### src/rtl/wait_timer_pkg.sv
// Shared definitions for wait_timer: state encodings and the default counter width.
package wait_timer_pkg;

    localparam int WIDTH_DEF = 8;

    typedef enum logic [1:0] {
        ST_IDLE = 2'd0,
        ST_WAIT = 2'd1,
        ST_DONE = 2'd2
    } state_t;

endpackage

### src/rtl/wait_down_counter.sv
// Loadable down-counter with zero flag; clear beats load, load beats decrement.
module wait_down_counter #(
    parameter int WIDTH = 8
) (
    input  logic             clk,
    input  logic             reset_n,
    input  logic             clear,
    input  logic             load,
    input  logic [WIDTH-1:0] load_val,
    input  logic             en,
    output logic [WIDTH-1:0] count,
    output logic             zero
);

    always_ff @(posedge clk or negedge reset_n) begin
        if (!reset_n)
            count <= '0;
        else if (clear)
            count <= '0;
        else if (load)
            count <= load_val;
        else if (en && count != '0)
            count <= count - WIDTH'(1);
    end

    assign zero = (count == '0);

endmodule

### src/rtl/wait_timer.sv
// Programmable one-shot/periodic delay timer with kill and remaining-count readback.
// Optional pause support is enabled by defining WAIT_TIMER_PAUSE_EN.
module wait_timer
    import wait_timer_pkg::*;
#(
    parameter int WIDTH = WIDTH_DEF
) (
    input  logic             clk,
    input  logic             reset_n,
    input  logic             go,
    input  logic             kill,
    input  logic             periodic,
    input  logic [WIDTH-1:0] wait_cycles,
    input  logic             pause,
    output logic             idle,
    output logic             done,
    output logic             killed,
    output logic [WIDTH-1:0] remaining
);

    state_t           state, state_nxt;
    logic             cnt_load, cnt_dec, cnt_clear, cnt_zero;
    logic [WIDTH-1:0] count;
    logic             killed_nxt;
    logic             hold;
    logic             n_nonzero;

`ifdef WAIT_TIMER_PAUSE_EN
    assign hold = pause;
`else
    assign hold = 1'b0 & pause;
`endif

    assign n_nonzero = (wait_cycles != '0);

    wait_down_counter #(.WIDTH(WIDTH)) u_cnt (
        .clk      (clk),
        .reset_n  (reset_n),
        .clear    (cnt_clear),
        .load     (cnt_load),
        .load_val (wait_cycles - WIDTH'(1)),
        .en       (cnt_dec),
        .count    (count),
        .zero     (cnt_zero)
    );

    always_ff @(posedge clk or negedge reset_n) begin
        if (!reset_n) begin
            state  <= ST_IDLE;
            killed <= 1'b0;
        end else begin
            state  <= state_nxt;
            killed <= killed_nxt;
        end
    end

    // kill is checked first in WAIT/DONE so it overrides completion and reload
    always_comb begin
        state_nxt  = state;
        cnt_load   = 1'b0;
        cnt_dec    = 1'b0;
        cnt_clear  = 1'b0;
        killed_nxt = 1'b0;
        case (state)
            ST_IDLE: begin
                if (go) begin
                    if (n_nonzero) begin
                        state_nxt = ST_WAIT;
                        cnt_load  = 1'b1;
                    end else begin
                        state_nxt = ST_DONE;
                    end
                end
            end
            ST_WAIT: begin
                if (kill) begin
                    state_nxt  = ST_IDLE;
                    cnt_clear  = 1'b1;
                    killed_nxt = 1'b1;
                end else if (!hold) begin
                    if (cnt_zero)
                        state_nxt = ST_DONE;
                    else
                        cnt_dec = 1'b1;
                end
            end
            ST_DONE: begin
                if (kill) begin
                    state_nxt  = ST_IDLE;
                    cnt_clear  = 1'b1;
                    killed_nxt = 1'b1;
                end else if (periodic) begin
                    if (n_nonzero) begin
                        state_nxt = ST_WAIT;
                        cnt_load  = 1'b1;
                    end
                end else begin
                    state_nxt = ST_IDLE;
                    cnt_clear = 1'b1;
                end
            end
            default: begin
                state_nxt = ST_IDLE;
                cnt_clear = 1'b1;
            end
        endcase
    end

    assign idle      = (state == ST_IDLE);
    assign done      = (state == ST_DONE);
    assign remaining = (state == ST_WAIT) ? count : '0;

endmodule

### config.mk
export PLATFORM = sky130hd
export DESIGN_NAME = wait_timer
export DESIGN_NICKNAME = d
export VERILOG_FILES = /design/src/rtl/wait_timer_pkg.sv /design/src/rtl/wait_down_counter.sv /design/src/rtl/wait_timer.sv
export SDC_FILE = /design/constraint.sdc
export NUM_CORES = 1
export LEC_CHECK = 0
export ABC_AREA = 1
export BUFFER_PORTS_ARGS = -buffer_cell sky130_fd_sc_hd__buf_2
export CORE_UTILIZATION = 45
export DETAILED_ROUTE_END_ITERATION = 6
export PLACE_DENSITY = 0.72
export RECOVER_POWER = 25
export SYNTH_ARGS = -nofsm -noshare
export SYNTH_HDL_FRONTEND = slang
export SYNTH_SLANG_ARGS = --single-unit
### constraint.sdc
create_clock -name clk -period 1.9 [get_ports clk]
set_input_delay 0.19 -clock clk [delete_from_list [all_inputs] [get_ports clk]]
set_output_delay 0.19 -clock clk [all_outputs]
set_load 0.005 [all_outputs]
-- After elaboration in Yosys (flattened, before gate mapping)
Index checks and enable logic that the tools add are counted.
- register bits: 11
- input bits: 14
- output and inout port bits: 11
- logic and storage cells: 43
- add/sub/neg operators: 2
- equality and inequality tests: 5
- multiplexer cells: 25
- reduce and logical (&&, ||, !) cells: 8
- operators by type and width (operator ; count):
    8-bit 2-to-1 mux ; 4
    8-bit nonzero test ; 2
    8-bit by 1-bit subtractor with 8-bit output (second input constant) ; 2
    2-bit 2-to-1 mux ; 7
    1-bit 2-to-1 mux ; 11
    8-bit zero test ; 1
    2-bit one-hot mux with 3 select lines ; 1
    4-bit by 3-bit inequality test with 1-bit output (second input constant) ; 1
    3-bit inequality test (second input constant) ; 1
    1-bit one-hot mux with 3 select lines ; 1
    3-bit AND reduction ; 1
    3-bit nonzero test ; 1
    2-bit by 1-bit == test with 1-bit output (second input constant) ; 1
    2-bit == test (second input constant) ; 1
    2-bit zero test ; 1
    2-bit inequality test (second input constant) ; 1
    1-bit one-hot mux with 2 select lines ; 1
    2-bit OR reduction ; 1
    1-bit logical AND ; 1

-- Longest topological paths before layout
- word-level depth: 8
- depth in mapped cells: 14
- depth with buffers taken out: 14

-- Cells and area by module
A second synthesis with hierarchy kept.
- cells, all modules: 171
- area, all modules: 1104.8 µm²
- modules (own cells, without submodules) (module ; instances ; cells each ; area an instance (µm²) ; sequential area each (µm²)):
    wait_down_counter ; 1 ; 89 ; 623.1 ; 200.2
    wait_timer ; 1 ; 82 ; 481.7 ; 75.1

-- Worst setup path after synthesis
Ideal clock, no wire load.
- kind: flip-flop to flip-flop
- from: reg state[0]
- to: reg u_cnt.count[6]
- setup time: 0.117 ns
- data arrival time: 1.719 ns
- data required time: 1.783 ns
- path slack: 0.064 ns
- stages on the path, launching flop included: 14
- path buffers: 0
- clock period less this slack: 1.836 ns
- cell sequence: dfrtp_1 > inv_1 > ha_1 > nand3_2 > nand2_2 > o21ai_4 > nand2_1 > nand2_1 > ha_1 > nand2_2 > nor2_4 > nand3b_1 > nand3_1 > nand2_1
- word-level cells in the longest chain between the ends: 4
- elaborated cells between the ends (all ways): 10
- those cells by class: eq/ne: 2; mux: 5; reduce/logical: 3
- RTL lines (element ; line ; text):
    from (decl) ; wait_timer.sv:21 ; state_t state, state_nxt;
    from (signal assigned) ; wait_timer.sv:52 ; state <= state_nxt;
    2-bit == test * ; - ;
    named net done ; wait_timer.sv:16 ; output logic done,
    1-bit one-hot mux with 2 select lines ; wait_timer.sv:64 ; case (state)
    8-bit 2-to-1 mux ; wait_down_counter.sv:20 ; else if (load)
    8-bit 2-to-1 mux ; wait_down_counter.sv:18 ; else if (clear)
    to (signal assigned) ; wait_down_counter.sv:21 ; count <= load_val;
    to (signal assigned) ; wait_down_counter.sv:23 ; count <= count - WIDTH'(1);
    to (decl) ; wait_down_counter.sv:11 ; output logic [WIDTH-1:0] count,
The timed path passes the listed nets; every way through them passes the cells marked *.
A chain may end at the register's enable or synchronous reset.

-- Worst setup path in the final report
- from: reg state[1]
- to: reg u_cnt.count[6]
- word-level cells in the longest chain between the ends: 4
- elaborated cells between the ends (all ways): 10
- those cells by class: eq/ne: 2; mux: 5; reduce/logical: 3
- RTL lines (element ; line):
    2-bit == test (tied with other cells) ; wait_timer.sv:64
    1-bit one-hot mux with 2 select lines / 1-bit 2-to-1 mux (equally long branches) ; wait_timer.sv:64
    8-bit 2-to-1 mux / 1-bit logical AND (equally long branches) ; wait_down_counter.sv:20, wait_down_counter.sv:22
    8-bit 2-to-1 mux / 3-bit nonzero test (equally long branches) ; -
Several ways; a longest one is shown, not always the timed one.

==> results_dict.tcl <==
set metrics [dict create \
    status "finished, final reports clean" \
    regArea_um2 275.3 \
    path_common_cell "nand2_2" \
    holdWs_ns 0.1598 \
    area_growth_pct 30.63 \
    syn_area_um2 988.4 \
    start_kind "flop" \
    final_cell_area_mm2 0.001291 \
    drtIter0Drc 29 \
    cts.htree.levels 1 \
    rows 16 \
    start_util_pct 48.89 \
    clock_latency_ns 0.26 \
    gp_routability_congestion 0.9105 \
    criticalPathCategory "flop to flop" \
    synthArstFlopShare_pct 100.0 \
    vdd.ir_drop.worst_uv 852.7 \
    ys_types 23 \
    clock_sinks 11 \
    critPathSlowestCell "dfrtp_1" \
    fin_skew_ns 0.004491 \
    maxCapViolCount 0 \
    setup_viol 0 \
    hp-class "input port to flop" \
    wirelength_um 2199 \
    design.die.area_mm2 0.002388 \
    clkTransAtPathRegs_ns 0.07 \
    wl_per_cell_um 10.23 \
    yosys_warnings 0 \
    slew_violations 0 \
    clock.fmax_ghz 0.5620 \
    ios 25 \
    grt_pass1_wl_um 3739 \
    syn_area_per_cell_um2 6.460 \
    drive_gt1_share_pct 30.32 \
    drt-vias-per-instance 4.814 \
    ys.flop_type "dfrtp_1" \
    n_antenna_cell 0 \
    critPathRequiredTime_ns 2.05 \
    grt_usage_pct 20.28 \
    syn_nets 172 \
    p_per_area_mw_per_mm2 1555 \
    grt_pass1_vias 909 \
    clockRootBuffer "clkbuf_4" \
    multi_input_area_um2 636.9 \
    final_hold_viol_count 0 \
    drc_errors 0 \
    ys_seq_area_share_pct 27.85 \
    drt_pre_antenna_iters 4 \
    cp_slowest_stage_delay_ns 0.42 \
    n_fill_cell 190 \
    dp_hpwl_um 1738 \
    syn_inst 153 \
    post-route-period-util_pct 93.65 \
    nNetsFinal 208 \
    grt_max_degree 12 \
    end_kind "flop" \
    cts_tree "built" \
    relSlewSlack_pct 62.81 \
    overflow 0 \
    leakagePower_nw 0.7722 \
    crit_chain "inv_2, ha_4, nand2_2, nand2_4, o21ai_4, nand2_1, nand2_2, ha_4, nand2_2, nor2_4, nand3b_1, nand3_1, nand2_1" \
    portBuffers 23 \
    ys_seq_elements 11 \
    min_period_ns 1.779 \
    core_area_mm2 0.002022 \
    antenna_found_initial 0 \
    place_area_mm2 0.001177 \
    ctsLongestPathBuffers 2 \
    synth_edf_count 0 \
    crit_arrival_ns 1.93 \
    via_count 1035 \
    die_w_um 48.87 \
    cts_buffers 3 \
    critPathMaxFanout 4 \
    worst_pin_slew_ns 0.5579 \
    dieHeight_um 48.87 \
    detail-route-antenna-nets 0 \
]
==> flip-flops by register name, summed over array words and instances, names as in the netlist <==
| signal | cells |
|---|---|
| u_cnt.count | 8 |
| state | 2 |
| killed | 1 |
==> layout make-up <==
cell class                 count  share of cell area, %
multi-input combinational    106                  49.32
sequential                    11                  21.32
timing repair buffer          32                  14.53
inverter                      35                  10.17
tap                           27                  2.616
clock buffer                   4                  2.035
==> what timing repair did <==
action	4_1_cts	5_1_grt
gates resized for setup	0	16
pin swaps	0	2
buffers inserted	1	1
hold buffers	1	0
setup endpoints to repair	1	6
gates cloned	0	0
endpoints found under the hold margin	11	0
==> placed cells by master (no fill, tap or decap), drive strengths merged <==
cell type / netlist / routed
nand3b: 6 / 6
dfrtp: 11 / 11
o22ai: 4 / 4
nand3: 12 / 12
o21bai: 1 / 1
buf: 1 / 30
nand4: 1 / 1
o21ai: 6 / 6
inv: 35 / 35
ha: 5 / 5
o31ai: 1 / 1
dlygate4sd3: 0 / 1
o221ai: 1 / 1
nor2: 12 / 12
xor2: 1 / 1
nand2: 55 / 55
a21boi: 1 / 1
clkbuf: 0 / 5
==> where the power goes <==
group,total [mW],leakage (nW),internal [mW],switching (mW)
clock network,0.153,0.0150,0.0811,0.0718
registers,0.416,0.140,0.341,0.0748
logic,1.44,0.617,0.590,0.848
total,2.01,0.772,1.01,0.995
==> worst paths after layout <==
check / from / to / slack (ns) / depth (start not counted)
max: state[1] / u_cnt.count[6] / 0.12 / 13
min: kill / killed / 0.16 / 3
max reg2reg: state[1] / u_cnt.count[6] / 0.12 / 13
min reg2reg: u_cnt.count[6] / u_cnt.count[6] / 0.55 / 2
max in group asynchronous: reset_n / u_cnt.count[6] / 1.11 / 2
min in group asynchronous: reset_n / killed / 0.42 / 2
==> cell usage after synthesis (2+ instances only) <==
| cell | number | share of area (%) |
|---|---|---|
| nor2_4 | 3 | 3.4 |
| nand3_1 | 10 | 5.1 |
| nand2_1 | 51 | 19 |
| inv_1 | 33 | 13 |
| inv_2 | 2 | 0.76 |
| nand2_2 | 4 | 2.5 |
| nor2_1 | 8 | 3.0 |
| o22ai_1 | 4 | 2.5 |
| dfrtp_1 | 11 | 28 |
| o21ai_0 | 4 | 2.0 |
| nand3_2 | 2 | 2.0 |
| ha_1 | 5 | 6.3 |
| nand3b_1 | 6 | 4.6 |
==> worst max-delay path, delay by kind of cell (launching register included) <==
kind	cells	cell delay, ns
and+or+nand+nor	9	0.74
AOI/OAI and AO/OA	1	0.08
adders and majority gates	2	0.34
buffers and inverters	1	0.08
DFF	1	0.42
==> layer usage <==
layer | routed length [µm] | up-vias | track usage (%)
met5 | 0 | - | 0
met4 | 27 | 0 | 11.76
met3 | 95 | 2 | 1.869
met2 | 1007 | 35 | 31.48
met1 | 1068 | 458 | 27.38
li1 | - | 540 | -
==> cells by family (layout without fill, tap and decap cells) <==
logic type / count (synthesis) / in the layout / synth area share [%]
flip-flops: 11 / 11 / 27.85
XOR/XNOR: 1 / 1 / 0.8862
AO/OA/AOI/OAI: 14 / 14 / 9.874
buffers and inverters: 36 / 71 / 13.80
adder cells (fa/ha/maj): 5 / 5 / 6.329
AND/OR/NAND/NOR: 86 / 86 / 41.27
==> through the flow <==
step / setup TNS (ns) / instances / utilization (%) / total power, mW / worst slack (ns)
after floorplan: 0 / 153 / - / 1.314 / 0.06394
after global placement: 0 / 208 / 58.23 / 1.630 / 0.07953
after detailed placement: 0 / 208 / 58.23 / 1.667 / 0.01797
after CTS: 0 / 214 / 60.40 / 1.841 / 0.01784
after global routing: -0.02897 / 215 / 63.86 / 2.213 / -0.009952
final: 0 / 215 / 63.86 / 2.007 / 0.1207
Power figures use the tool's default switching activity.
